--- src/rtl/gato_turn_ctrl.sv ---
// gato_turn_ctrl: turn sequencer for a 3x3 board game.
// Accepts move requests from players X and O, enforces turn order and cell
// occupancy, writes accepted moves into the board and evaluates win/draw.
// Optional build macro GATO_TURN_TIMEOUT_EN adds a per-turn timeout that
// forfeits the turn after TIMEOUT_CYCLES idle cycles in ESPERA.
module gato_turn_ctrl #(
  parameter int CELL_W         = 2,
  parameter int TIMEOUT_CYCLES = 1000
) (
  input  logic                clk,
  input  logic                rst_n,
  input  logic                nuevo_juego,
  input  logic                jugX_valid,
  input  logic [3:0]          jugX_celda,
  input  logic                jugO_valid,
  input  logic [3:0]          jugO_celda,
  output logic [3*CELL_W-1:0] fila0,
  output logic [3*CELL_W-1:0] fila1,
  output logic [3*CELL_W-1:0] fila2,
  output logic                turno,
  output logic                mov_ok,
  output logic                mov_err,
  output logic [CELL_W-1:0]   ganador,
  output logic                empate,
  output logic                juego_fin
);

  typedef enum logic [1:0] {ESPERA, ESCRIBE, EVALUA, FIN} state_t;
  typedef logic [8:0][CELL_W-1:0] board_t;

  localparam logic [CELL_W-1:0] CODE_X = CELL_W'(1);
  localparam logic [CELL_W-1:0] CODE_O = CELL_W'(2);

  // A timeout shorter than two cycles would forfeit every turn immediately.
  if (TIMEOUT_CYCLES < 2) begin : g_bad_timeout
    $error("gato_turn_ctrl: TIMEOUT_CYCLES must be at least 2");
  end

  state_t            state_q, state_d;
  board_t            board_q, board_d;
  board_t            disp;
  logic              turno_q, turno_d;
  logic [3:0]        idx_q, idx_d;
  logic [CELL_W-1:0] ganador_q, ganador_d;
  logic              empate_q, empate_d;
  logic              mov_err_q, mov_err_d;

`ifdef GATO_TURN_TIMEOUT_EN
  localparam int CNT_W = $clog2(TIMEOUT_CYCLES);
  logic [CNT_W-1:0] cnt_q, cnt_d;
`endif

  // Three equal non-empty cells form a line; returns that cell code or empty.
  function automatic logic [CELL_W-1:0] line_win(input logic [CELL_W-1:0] a,
                                                 input logic [CELL_W-1:0] b,
                                                 input logic [CELL_W-1:0] c);
    return (a != '0 && a == b && b == c) ? a : '0;
  endfunction

  // Scans the 8 lines of the board; first line found wins.
  function automatic logic [CELL_W-1:0] find_winner(input board_t b);
    logic [CELL_W-1:0] w;
    w = '0;
    for (int r = 0; r < 3; r++) begin
      if (w == '0) w = line_win(b[3*r], b[3*r+1], b[3*r+2]);
    end
    for (int c = 0; c < 3; c++) begin
      if (w == '0) w = line_win(b[c], b[c+3], b[c+6]);
    end
    if (w == '0) w = line_win(b[0], b[4], b[8]);
    if (w == '0) w = line_win(b[2], b[4], b[6]);
    return w;
  endfunction

  logic              req_valid;
  logic [3:0]        req_idx;
  logic [CELL_W-1:0] req_cell;
  logic              req_legal;
  logic [CELL_W-1:0] turn_code;
  logic [CELL_W-1:0] win_code;
  logic              board_full;

  // Select the requester whose turn it is and look up the target cell.
  always_comb begin
    req_valid  = turno_q ? jugO_valid : jugX_valid;
    req_idx    = turno_q ? jugO_celda : jugX_celda;
    turn_code  = turno_q ? CODE_O : CODE_X;
    req_cell   = '0;
    for (int i = 0; i < 9; i++) begin
      if (req_idx == 4'(i)) req_cell = board_q[i];
    end
    req_legal  = (req_idx <= 4'd8) && (req_cell == '0);
    win_code   = find_winner(board_q);
    board_full = 1'b1;
    for (int i = 0; i < 9; i++) begin
      if (board_q[i] == '0) board_full = 1'b0;
    end
  end

  // Next-state and next-register logic for the turn FSM.
  always_comb begin
    // NOTE: every signal written here gets a default first, so no path can
    // leave it unassigned and infer a latch.
    state_d   = state_q;
    board_d   = board_q;
    turno_d   = turno_q;
    idx_d     = idx_q;
    ganador_d = ganador_q;
    empate_d  = empate_q;
    mov_err_d = 1'b0;
`ifdef GATO_TURN_TIMEOUT_EN
    cnt_d     = '0;
`endif
    if (nuevo_juego) begin
      // New game wins over anything in flight, including a pending write.
      state_d   = ESPERA;
      board_d   = '0;
      turno_d   = 1'b0;
      ganador_d = '0;
      empate_d  = 1'b0;
    end else begin
      case (state_q)
        ESPERA: begin
          if (req_valid && req_legal) begin
            idx_d   = req_idx;
            state_d = ESCRIBE;
          end else begin
            if (req_valid) mov_err_d = 1'b1;
`ifdef GATO_TURN_TIMEOUT_EN
            // Rejected requests keep counting; only an accept stops the clock.
            if (cnt_q == CNT_W'(TIMEOUT_CYCLES - 1)) begin
              turno_d   = ~turno_q;
              mov_err_d = 1'b1;
            end else begin
              cnt_d = cnt_q + CNT_W'(1);
            end
`endif
          end
        end
        ESCRIBE: begin
          for (int i = 0; i < 9; i++) begin
            if (idx_q == 4'(i)) board_d[i] = turn_code;
          end
          state_d = EVALUA;
        end
        EVALUA: begin
          // Win is checked before draw so a line on the last move is a win.
          if (win_code != '0) begin
            ganador_d = win_code;
            state_d   = FIN;
          end else if (board_full) begin
            empate_d = 1'b1;
            state_d  = FIN;
          end else begin
            turno_d = ~turno_q;
            state_d = ESPERA;
          end
        end
        FIN:     state_d = FIN;
        default: state_d = ESPERA;
      endcase
    end
  end

  // State and board registers.
  always_ff @(posedge clk or negedge rst_n) begin
    // NOTE: the board is a handful of flops, not a RAM, so it is reset along
    // with the rest of the state; a mid-game reset leaves nothing behind.
    if (!rst_n) begin
      state_q   <= ESPERA;
      board_q   <= '0;
      turno_q   <= 1'b0;
      idx_q     <= '0;
      ganador_q <= '0;
      empate_q  <= 1'b0;
      mov_err_q <= 1'b0;
`ifdef GATO_TURN_TIMEOUT_EN
      cnt_q     <= '0;
`endif
    end else begin
      // NOTE: non-blocking assignments so every register samples the
      // pre-edge values regardless of statement order.
      state_q   <= state_d;
      board_q   <= board_d;
      turno_q   <= turno_d;
      idx_q     <= idx_d;
      ganador_q <= ganador_d;
      empate_q  <= empate_d;
      mov_err_q <= mov_err_d;
`ifdef GATO_TURN_TIMEOUT_EN
      cnt_q     <= cnt_d;
`endif
    end
  end

  // Board view: the cell being written is visible during ESCRIBE itself.
  always_comb begin
    disp = board_q;
    if (state_q == ESCRIBE) begin
      for (int i = 0; i < 9; i++) begin
        if (idx_q == 4'(i)) disp[i] = turn_code;
      end
    end
  end

  assign fila0     = disp[2:0];
  assign fila1     = disp[5:3];
  assign fila2     = disp[8:6];
  assign turno     = turno_q;
  assign mov_ok    = (state_q == ESCRIBE) && !nuevo_juego;
  assign mov_err   = mov_err_q;
  assign ganador   = ganador_q;
  assign empate    = empate_q;
  assign juego_fin = (state_q == FIN);

endmodule
--- config.mk ---
export PLATFORM = sky130hd
export DESIGN_NAME = gato_turn_ctrl
export DESIGN_NICKNAME = d
export VERILOG_FILES = /design/src/rtl/gato_turn_ctrl.sv
export SDC_FILE = /design/constraint.sdc
export NUM_CORES = 1
export LEC_CHECK = 0
export BUFFER_PORTS_ARGS = -buffer_cell sky130_fd_sc_hd__buf_2
export CELL_PAD_IN_SITES_DETAIL_PLACEMENT = 2
export CELL_PAD_IN_SITES_GLOBAL_PLACEMENT = 2
export CORE_MARGIN = 2
export CORE_UTILIZATION = 23
export CTS_CLUSTER_DIAMETER = 30
export DETAILED_ROUTE_END_ITERATION = 12
export GPL_ROUTABILITY_DRIVEN = 0
export GPL_TIMING_DRIVEN = 0
export HOLD_SLACK_MARGIN = 0.05
export PLACE_DENSITY = 0.7
export SLEW_MARGIN = 20
export SYNTH_ARGS = -nofsm -noshare
export SYNTH_HDL_FRONTEND = slang
export SYNTH_SLANG_ARGS = --single-unit
--- constraint.sdc ---
create_clock -name clk -period 2.4 [get_ports clk]
set_clock_uncertainty 0.2 [all_clocks]
set_input_delay 0.72 -clock clk [delete_from_list [all_inputs] [get_ports clk]]
set_output_delay 0.72 -clock clk [all_outputs]
set_load 0.005 [all_outputs]
======== Word-level counts from Yosys, hierarchy flattened ========
Cells that the tools add are included.
operators by class
  bitwise logic cells ..................... 2
  equality and inequality tests ........... 38
  muxes and demuxes ....................... 67
  magnitude comparators ................... 1
  reduce and logical (&&, ||, !) cells .... 53
operator list
  operator            number
  $mux 2              41
  $logic_not 2->1     18
  $mux 18             2
  $eq 2x2->1          16
  $eq 4x3->1 const B  8
  $mux 1              22
  $logic_and 1x1->1   19
  $reduce_bool 2->1   9
  $eq 4x2->1 const B  4
  $reduce_and 3->1    3
  $eq 4x1->1 const B  2
  $eq 4x4->1 const B  2
  $logic_not 4->1     2
  $pmux 2 s4          1
  $eq 2x2->1 const B  2
  $le 4x4->1 const B  1
  $mux 4              1
  $ne 2x2->1 const B  2
  $ne 3x3->1 const B  1
  $eq 2x1->1 const B  1
  $not 1->1           2
  $reduce_and 2->1    1
  $logic_not 1->1     1
word-level totals
  register bits ........................... 29
  output and inout bits ................... 25

======== Logic depth before layout (Yosys ltp) ========
  depth after elaboration ................. 22
  gate-level depth with buffers ........... 8
  gate-level depth less buffers ........... 7

======== Worst setup path before layout ========
OpenSTA, ideal clock, no wires.
  path kind ............................... register to output
  start point ............................. reg state_q[1]
  end point ............................... out fila2[2]
  arrival time ............................ 1.473 ns
  stages on the path, launching flop included .. 5
  setup slack ............................. 0.007 ns
  required time ........................... 1.480 ns
  path buffers ............................ 0
  path through ............................ dfrtp_1 -> nand2b_1 -> nor3b_1 -> and3_1 -> mux2_2
between the ends
  longest elaborated chain between the ends .. 2
ends and longest elaborated chain
  what                    RTL line  text
  start, declared         39        state_t state_q, state_d;
  start signal, assigned  183       state_q <= state_d;
  $eq 2x1->1              199       if (state_q == ESCRIBE) begin
  $mux 18                 199
  end, declared           19        output logic [3*CELL_W-1:0] fila2,
No other way between the ends.

======== Final worst setup path ========
  start point ............................. reg idx_q[3]
  end point ............................... out fila0[4]
between the ends
  longest elaborated chain between the ends .. 3
ends and longest elaborated chain
  what                    RTL line  text
  start, declared         43        logic [3:0] idx_q, idx_d;
  start signal, assigned  186       idx_q <= idx_d;
  $eq 4x2->1              201       if (idx_q == 4'(i)) disp[i] = turn_code;
  $mux 2                  --
  $mux 18                 199
  end, declared           17        output logic [3*CELL_W-1:0] fila0,
No other way between the ends.

==> metrics.csv <==
metric,value,unit
status,"finished, violations left",
violations,negative setup slack,
totalWireLength,9220,um
grt_overflow_total,0,
fin_crit_sh,1.15,
clk_latency,0.30,ns
drive_gt1_frac,0.535,
p_per_area,575,nW/um^2
cts_root_buf,clkbuf_8,
fillers,893,
worstSetupPathType,reg2out,
core,8300,um^2
syn-mean-instance-area,8.40,um^2
viasPerCell,5.24,
antenna_found_initial,0,
synth_nets,250,
slew_headroom,0.376,
clock_power_share,0.287,
io_buffers,36,
swShare,0.368,
rsz0062_at_grt,yes,
drt-wirelength-per-cell,22.1,um
worst_ep_arrival_time,1.84,ns
io_pins,38,
synth.distinct_cells,44,
p_int,0.00113,W
antenna_cells,0,
ys_warn_count,0,
firstDrtPassIters,4,
cts_made_buffers,5,
hold_path.class,in2async,
required,1.48,ns
h-tree-depth,2,
cts_tree,done,
tns,-4.63,ns
timing.final.crit_period,2.76,ns
drc,0,
ys_seq_area_frac,0.365,
pwr-share-comb,0.357,
crit_path_start_kind,flip-flop,
endpoint_kind,primary output,
ir_worst_vdd,0.347,mV
syn_inst,237,
cts_buffer_depth,2,
cap_violations,0,
cts.sinks,29,
clkTransAtPathRegs,0.08,ns
setup_violations,22,
syn_to_final_growth,55.8,%
drt_iter0_drc,106,
grt_pass1_vias,2320,
vias,2184,
power_leakage,1.44,nW
grt_max_degree,30,
grtUsageTotal,0.170,
std_cell_rows,33,
initial_core_util,0.240,
finalHoldViolCount,0,
die_area,9410,um^2
syn-cell-area,1990,um^2
fmax,362,MHz
finalPower,0.00178,W
tightest_slew,0.927,ns
die_h,97.0,um
final_util,0.374,
die_w,97.0,um
hpwl,5040,um
hold_slack,0.275,ns
grt_first_pass_wirelength,12700,um
final_max_slew_viol_count,0,
detail-route-antenna-nets,0,
seq_power_share,0.356,
nets,325,
cts_hold_buffers,0,
setup_slack,-0.365,ns
cp_max_fo,4,
ys_ff_latch,29,
switchingPower,0.000656,W
==> path summary, 6_finish.rpt <==
kind,from,to,slack (ns),cells past startpoint
max,idx_q[3],fila0[4],-0.36,6
min,rst_n,board_q[6],0.28,1
max reg2reg,board_q[1],turno,-0.12,7
min reg2reg,empate,empate,0.31,1
max in group asynchronous,rst_n,board_q[10],1.22,1
min in group clk,empate,empate,0.31,1
==> stage by stage <==
stage / std cells / worst slack (ns) / cell area [um^2]
6_report: 417 / -0.365 / 3100
5_1_grt: 417 / -0.426 / 3100
4_1_cts: 402 / -0.275 / 2780
3_5_place_dp: 378 / -0.423 / 2300
3_3_place_gp: 378 / -0.490 / 2300
2_1_floorplan: 237 / 0.00683 / 1990
==> registers in the layout, indices dropped and copies added, names as in the netlist <==
signal / cells
board_q: 18
empate: 1
ganador: 2
idx_q: 4
mov_err: 1
state_q: 2
turno: 1
==> cell usage after synthesis <==
| library cell | n | area [um^2] |
|---|---|---|
| o21ai_0 | 15 | 75.1 |
| nand3_1 | 12 | 60.1 |
| or3_1 | 10 | 62.6 |
| buf_6 | 2 | 22.5 |
| mux2_2 | 6 | 67.6 |
| mux2i_4 | 1 | 22.5 |
| o22ai_1 | 3 | 18.8 |
| inv_1 | 3 | 11.3 |
| or2_2 | 1 | 6.26 |
| o31ai_1 | 1 | 7.51 |
| nor4_4 | 1 | 21.3 |
| mux2_1 | 1 | 11.3 |
| nand4b_1 | 1 | 8.76 |
| nor4_1 | 3 | 18.8 |
| o21ai_1 | 1 | 5.00 |
| dfrtp_1 | 29 | 726 |
| nor3b_1 | 1 | 7.51 |
| nor2b_1 | 22 | 138 |
| o21a_1 | 1 | 7.51 |
| mux2i_1 | 8 | 80.1 |
| nand2_1 | 28 | 105 |
| a31oi_1 | 2 | 12.5 |
| nor3_1 | 9 | 45.0 |
| and2_1 | 2 | 12.5 |
| a21boi_2 | 2 | 22.5 |
| a211oi_2 | 1 | 12.5 |
| clkbuf_1 | 7 | 26.3 |
| and3_1 | 7 | 43.8 |
| a41oi_1 | 1 | 8.76 |
| nor4b_1 | 1 | 8.76 |
| o21bai_1 | 4 | 30.0 |
| nand2b_1 | 3 | 18.8 |
| o221ai_1 | 1 | 8.76 |
| a21oi_1 | 11 | 55.1 |
| nand4_2 | 1 | 12.5 |
| o211ai_1 | 2 | 15.0 |
| a21boi_0 | 1 | 7.51 |
| a21o_1 | 1 | 7.51 |
| buf_2 | 4 | 20.0 |
| o2bb2ai_1 | 4 | 35.0 |
| o21ba_2 | 1 | 10.0 |
| or3_4 | 1 | 11.3 |
| a21oi_2 | 1 | 8.76 |
| nor2_1 | 20 | 75.1 |
==> metal layers <==
metal	up-vias	track usage	part of all wire
met5	-	0	0
li1	997	-	-
met1	1116	0.200	0.41
met2	59	0.318	0.55
met3	12	0.0181	0.024
met4	0	0.0596	0.017
==> logic make-up after synthesis <==
family / share of synthesized area
and+or+nand+nor: 0.329
AOI/OAI and AO/OA: 0.175
DFF: 0.365
muxes: 0.0911
buffers and inverters: 0.0402
==> area by class of cell <==
| cell class | count | area [um^2] | share of cell area |
|---|---|---|---|
| plain buffers | 9 | 71.3 | 0.0230 |
| clock inverters | 2 | 35.0 | 0.0113 |
| clock buffers | 5 | 68.8 | 0.0222 |
| multi-input cells | 192 | 1540 | 0.498 |
| inverters | 3 | 11.3 | 0.00363 |
| well taps | 105 | 131 | 0.0424 |
| repair buffers | 72 | 505 | 0.163 |
| flip-flops and latches | 29 | 734 | 0.237 |
==> layout by cell type (no fill, tap or decap), types with 3 or more instances in the layout <==
| cell type | n |
|---|---|
| a21oi_1 | 7 |
| clkbuf_8 | 5 |
| buf_4 | 32 |
| or3_1 | 8 |
| o21ai_2 | 12 |
| a21oi_2 | 5 |
| or3_4 | 3 |
| nor2b_1 | 22 |
| and3_1 | 5 |
| nor2_1 | 19 |
| nor3_1 | 6 |
| dfrtp_1 | 22 |
| nand2_1 | 12 |
| buf_2 | 34 |
| inv_1 | 3 |
| mux2i_1 | 7 |
| nand2_2 | 10 |
| nand2_4 | 6 |
| buf_6 | 10 |
| o21ai_0 | 3 |
| dfrtp_2 | 7 |
| nand3_1 | 12 |
| mux2_4 | 5 |
==> critical path, cell delays in order, from the launching register on <==
cell and delay [ns]:
dfrtp_1 0.49, nor3_4 0.34, buf_4 0.19, nand2_4 0.06, buf_6 0.15, o21ai_2 0.16
buf_2 0.16
==> repair_timing <==
item	4_1_cts	5_1_grt
setup buffers	21	15
hold endpoints to repair	0	0
setup endpoints to repair	28	27
gates resized for setup	72	43
pin swaps	21	14
==> power by group through the flow <==
stage / clock network [W] / registers [W] / logic (W)
2_1_floorplan: 0 / 0.000590 / 0.000234
6_report: 0.000512 / 0.000634 / 0.000636
4_1_cts: 0.000511 / 0.000614 / 0.000498
3_5_place_dp: 0 / 0.000614 / 0.000348
3_3_place_gp: 0 / 0.000613 / 0.000337
5_1_grt: 0.000541 / 0.000641 / 0.000673
(Power assumes the default switching activity.)
